[config.mk]
export PLATFORM = sky130hd
export DESIGN_NAME = mem_refill_arbiter
export DESIGN_NICKNAME = d
export VERILOG_FILES = /design/src/rtl/mem_refill_arbiter.sv
export SDC_FILE = /design/constraint.sdc
export NUM_CORES = 2
export LEC_CHECK = 0
export BUFFER_PORTS_ARGS = -buffer_cell sky130_fd_sc_hd__buf_2
export CAP_MARGIN = 20
export CORE_AREA = 2 2 685 687
export DETAILED_ROUTE_END_ITERATION = 10
export DIE_AREA = 0 0 687 689
export PLACE_DENSITY = 0.33
export SLEW_MARGIN = 25
export SYNTH_ARGS = -nofsm -noshare
export SYNTH_HDL_FRONTEND = slang
export SYNTH_SLANG_ARGS = --single-unit
[constraint.sdc]
create_clock -name clk -period 71.3 [get_ports clk]
set_input_delay 7.13 -clock clk [delete_from_list [all_inputs] [get_ports clk]]
set_output_delay 7.13 -clock clk [all_outputs]
set_load 0.02 [all_outputs]
[src/rtl/mem_refill_arbiter.sv]
// mem_refill_arbiter: shares one beat-wide memory port between ICache refills and DCache line reads/writebacks
module mem_refill_arbiter #(
  parameter int Offset_len = 6,
  parameter int BEAT_W = 32,
  localparam int LINE_W = 1 << (3 + Offset_len),
  localparam int BEATS = LINE_W / BEAT_W,
  localparam int CW = $clog2(BEATS)
) (
  input  logic              clk,
  input  logic              rst,
  input  logic              i_rvalid,
  input  logic [31:0]       i_addr,
  output logic              i_rready,
  output logic [LINE_W-1:0] i_rdata,
  input  logic              d_rvalid,
  input  logic              d_wvalid,
  input  logic [31:0]       d_addr,
  input  logic [LINE_W-1:0] d_wdata,
  output logic              d_rready,
  output logic              d_wready,
  output logic [LINE_W-1:0] d_rdata,
  output logic              mem_req,
  output logic              mem_we,
  output logic [31:0]       mem_addr,
  output logic [BEAT_W-1:0] mem_wdata,
  input  logic              mem_ack,
  input  logic [BEAT_W-1:0] mem_rdata,
  output logic [31:0]       i_refill_cnt,
  output logic [31:0]       d_refill_cnt
);
  localparam logic [2:0] IDLE = 3'd0, IRD = 3'd1, DRD = 3'd2, DWR = 3'd3, DONE = 3'd4;
  logic [2:0] state, cur;
  logic last_d;
  logic [LINE_W-1:0] line;
  logic [CW-1:0] beat_cnt, bn;
  logic d_req, gi, gd, last_beat;
  logic [31:0] gaddr;
  // round-robin grant: on contention the channel that did not win last time goes first
  always_comb begin
    d_req = d_wvalid | d_rvalid;
    gi = i_rvalid & (~d_req | last_d);
    gd = d_req & (~i_rvalid | ~last_d);
    gaddr = gi ? i_addr : d_addr;
    last_beat = beat_cnt == CW'(BEATS - 1);
    bn = beat_cnt + 1'b1;
  end
  // burst sequencer: grant, stream BEATS beats, publish line and raise ready
  always_ff @(posedge clk or posedge rst) begin
    if (rst) begin
      state <= IDLE;
      cur <= IDLE;
      last_d <= 1'b1;
      line <= '0;
      beat_cnt <= '0;
      i_rready <= 1'b1;
      d_rready <= 1'b1;
      d_wready <= 1'b1;
      i_rdata <= '0;
      d_rdata <= '0;
      mem_req <= 1'b0;
      mem_we <= 1'b0;
      mem_addr <= '0;
      mem_wdata <= '0;
      i_refill_cnt <= '0;
      d_refill_cnt <= '0;
    end else begin
      case (state)
        IDLE: if (gi | gd) begin
          state <= gi ? IRD : (d_wvalid ? DWR : DRD);
          cur <= gi ? IRD : (d_wvalid ? DWR : DRD);
          last_d <= gd;
          i_rready <= ~gi;
          d_wready <= ~(gd & d_wvalid);
          d_rready <= ~(gd & ~d_wvalid);
          mem_req <= 1'b1;
          mem_we <= gd & d_wvalid;
          mem_addr <= gaddr & ~32'((1 << Offset_len) - 1);
          line <= d_wdata;
          mem_wdata <= d_wdata[BEAT_W-1:0];
          beat_cnt <= '0;
        end
        IRD, DRD, DWR: if (mem_ack) begin
          if (state != DWR) line[BEAT_W*beat_cnt +: BEAT_W] <= mem_rdata;
          mem_wdata <= line[BEAT_W*bn +: BEAT_W];
          beat_cnt <= bn;
          mem_addr <= mem_addr + 32'd4;
          if (last_beat) begin
            mem_req <= 1'b0;
            mem_we <= 1'b0;
            state <= DONE;
          end
        end
        DONE: begin
          state <= IDLE;
          if (cur == IRD) begin
            i_rdata <= line;
            i_rready <= 1'b1;
            i_refill_cnt <= i_refill_cnt + 32'd1;
          end else begin
            if (cur == DRD) d_rdata <= line;
            d_rready <= 1'b1;
            d_wready <= 1'b1;
            d_refill_cnt <= d_refill_cnt + 32'd1;
          end
        end
        default: state <= IDLE;
      endcase
    end
  end
endmodule
==> summary.txt <==
Detailed routing
  • DR vias/cell: 4.38
  • Detailed-route via count: 63300
  • Iter 0 DRT Violations: 6086
  • First-pass iteration count of the detailed router: 5
  • ANT nets after route: 0
  • Residual DRC: 0
  • Drt wl/cell: 37.7 um
  • Routed WL: 546000 um

GRT
  • First-pass GRT wire length: 691000 um
  • Total grt overflow: 0
  • Largest net degree at the start of global routing: 159
  • GRT Util Overall: 22.2%
  • Antenna violations before repair: 315
  • Vias in the first global route: 62600

Timing
  • Max_slew headroom: 23.2%
  • RSZ-0062 raised after global routing: false
  • Final Hold Viols: 0
  • Final setup margin: 60.27 ns
  • Clk_skew: 0.0959 ns
  • Worst Tran Pin Value: 1.15 ns
  • Tcrit/Tclk final: 15.5%
  • Post-Route Hold Slack: 0.461 ns
  • Final setup violation count: 0
  • Min Clock Period, post-route: 11.03 ns
  • Max Slew Vio Count: 0
  • Setup TNS: 0 ns
  • Peak Freq: 90.7 MHz

Power and ir drop
  • Leak Pwr: 48.2 nW
  • Power Dens Cells: 40.3 nW/um2
  • Maximum VDD drop: 37.6 uV

Placed design
  • Final HPWL DP: 415000 um
  • Placed cell areas: 88600 um2
  • DP Worst Slack: 59.14 ns
  • GPL Wtd Cong: 0.882
  • I/O Buffers: 1756

Run
  • Max cap viols: 0

Die
  • Die Height: 689 um
  • Initial Utilization: 15.6%
  • IO Pins: 1771
  • Die Wd: 687 um
  • Core area: 466000 um2
  • Die Area: 473000 um2
  • Cell row count: 251

CTS
  • Worst-path clk slew: 0.06 ns
  • Setup bufs post-CTS: 0
  • H-tree depth: 4
  • CTS Buf Count: 220
  • Worst-Skew Late Latency: 0.96 ns
  • CTS sink cnt: 1677
  • Hold Buf Count CTS: 0
  • Clock root cell: clkbuf_16
  • Post-CTS Resized: 0
  • CTS max path bufs: 4
  • CTS tree: yes

Synthesis
  • Synth cell types: 86
  • Ys Warns: 0
  • Synth async-reset ratio: 100%
  • Post-synthesis sequential area ratio: 57.9%
  • Netlist Area Pre-Place: 72500 um2
  • Cells after synthesis: 6369
  • Post-synthesis register bit count: 1677
  • Post-synth EDFFs: 0
  • Mean Syn Cell Area: 11.4 um2
  • Synth Flop Type: dfrtp_1

Finish
  • Layout Utilization: 20.7%
  • Final Cell Area: 96300 um2
  • Commonest cells after routing, fill and taps aside: 1763 x nand2_1, 1756 x buf_2, 1671 x dfrtp_1
  • Layout area overhead: 32.8%
  • Fraction of layout cells with a size suffix above 1: 38.2%
  • Commonest non-fill, non-tap cell in the layout: nand2_1
  • Final nets: 8615

Critical path
  • Kind of critical path: in2async
  • Worst EP required: 72.19 ns
  • CP Capture Type: asynchronous set/reset pin
  • Crit-path max FO: 113
  • Startpoint Class: input pin
  • Critical Path AT: 11.92 ns

Hold path
  • Tightest Hold Check Type: reg2reg

Status
  • Outcome: completed
## kinds of logic (layout without fill, tap and decap cells)
| kind of cell | count (synthesis) | after routing | synth area share, % |
|---|---|---|---|
| AOI/OAI and AO/OA | 1124 | 1124 | 11.6 |
| buffers and inverters | 562 | 2361 | 3.39 |
| other | 1 | 91 | 0.00517 |
| and+or+nand+nor | 2112 | 2112 | 11.6 |
| xor gates and xnor gates | 68 | 68 | 0.842 |
| muxes | 819 | 819 | 14.6 |
| DFF | 1677 | 1677 | 57.9 |
| adders and majority gates | 6 | 6 | 0.103 |
## final timing paths
check	start	to	slack, ns	depth (start not counted)
worst max-delay path	rst	d_rdata[238]	60.27	7
worst min-delay path	i_refill_cnt[31]	i_refill_cnt[31]	0.46	1
worst max register to register	state[2]	i_rdata[50]	65.46	10
worst min register to register	i_refill_cnt[31]	i_refill_cnt[31]	0.46	1
max in group clk	i_rvalid	line[194]	61.75	9
min in group asynchronous	rst	d_rdata[357]	6.39	2
## cell usage after synthesis (6+ instances only)
master / number / share of area [%]
nand2_1: 1766 / 9.1
dfrtp_1: 1673 / 58
mux2_2: 616 / 9.6
clkbuf_1: 274 / 1.4
a22oi_1: 254 / 2.6
buf_2: 208 / 1.4
a22o_1: 195 / 2.4
nor2_1: 169 / 0.87
a21oi_1: 151 / 1.0
mux4_2: 128 / 4.0
o21ai_0: 111 / 0.77
a32o_1: 97 / 1.3
mux2i_1: 74 / 1.0
a31oi_1: 69 / 0.60
a32oi_1: 65 / 0.78
o2bb2ai_1: 65 / 0.78
nand3_1: 47 / 0.32
xnor2_1: 46 / 0.56
buf_1: 43 / 0.22
o221ai_1: 29 / 0.35
and3_1: 27 / 0.23
nand4_1: 24 / 0.21
xor2_1: 20 / 0.24
buf_4: 17 / 0.18
inv_1: 16 / 0.083
nor3_1: 15 / 0.10
o21ai_1: 14 / 0.097
o22ai_1: 13 / 0.11
o22a_1: 10 / 0.12
nor4_1: 8 / 0.069
and2_1: 7 / 0.060
and4_1: 7 / 0.085
ha_1: 6 / 0.10
nor2b_1: 6 / 0.052
nor3_2: 6 / 0.083
## per-stage QoR
stage / power, mW / instances
after floorplan: 1.82 / 6370
after global placement: 2.78 / 14000
after detailed placement: 2.79 / 14000
after CTS: 3.98 / 14400
after global routing: 4.05 / 14400
final: 3.88 / 14500
## worst max-delay path: stages
cell	delay [ns]
buf_2	0.13
inv_8	0.51
buf_4	0.83
buf_12	0.53
buf_4	0.66
buf_4	0.79
buf_4	0.83
## final cells by class
type	count	area, um2
Antenna cell	89	223
Clock buffer	329	6560
Clock inverter	67	817
Fill cell	51200	370000
Inverter	17	71.3
Multi-Input combinational cell	4131	28500
Sequential cell	1677	42000
Tap cell	6198	7750
Timing Repair Buffer	1948	10400
## power breakdown
group | internal [mW] | total [mW] | switching, mW
clock | 0.687 | 1.17 | 0.485
sequential | 1.11 | 1.48 | 0.371
combinational | 0.385 | 1.23 | 0.842
## routing by layer
metal	wire, um	vias up	global-route usage [%]
li1	-	25900	-
met1	224000	33300	28.0
met2	256000	3076	36.7
met3	41800	903	5.72
met4	22600	90	7.63
met5	561	-	0
## registers in the layout, summed over array words and instances, names as in the netlist, 3 cells and up
| signal | cells |
|---|---|
| d_rdata | 512 |
| i_rdata | 512 |
| line | 512 |
| d_refill_cnt | 32 |
| i_refill_cnt | 32 |
| mem_wdata | 32 |
| mem_addr | 30 |
| beat_cnt | 4 |
| state | 3 |
Power figures use the tool's default switching activity.
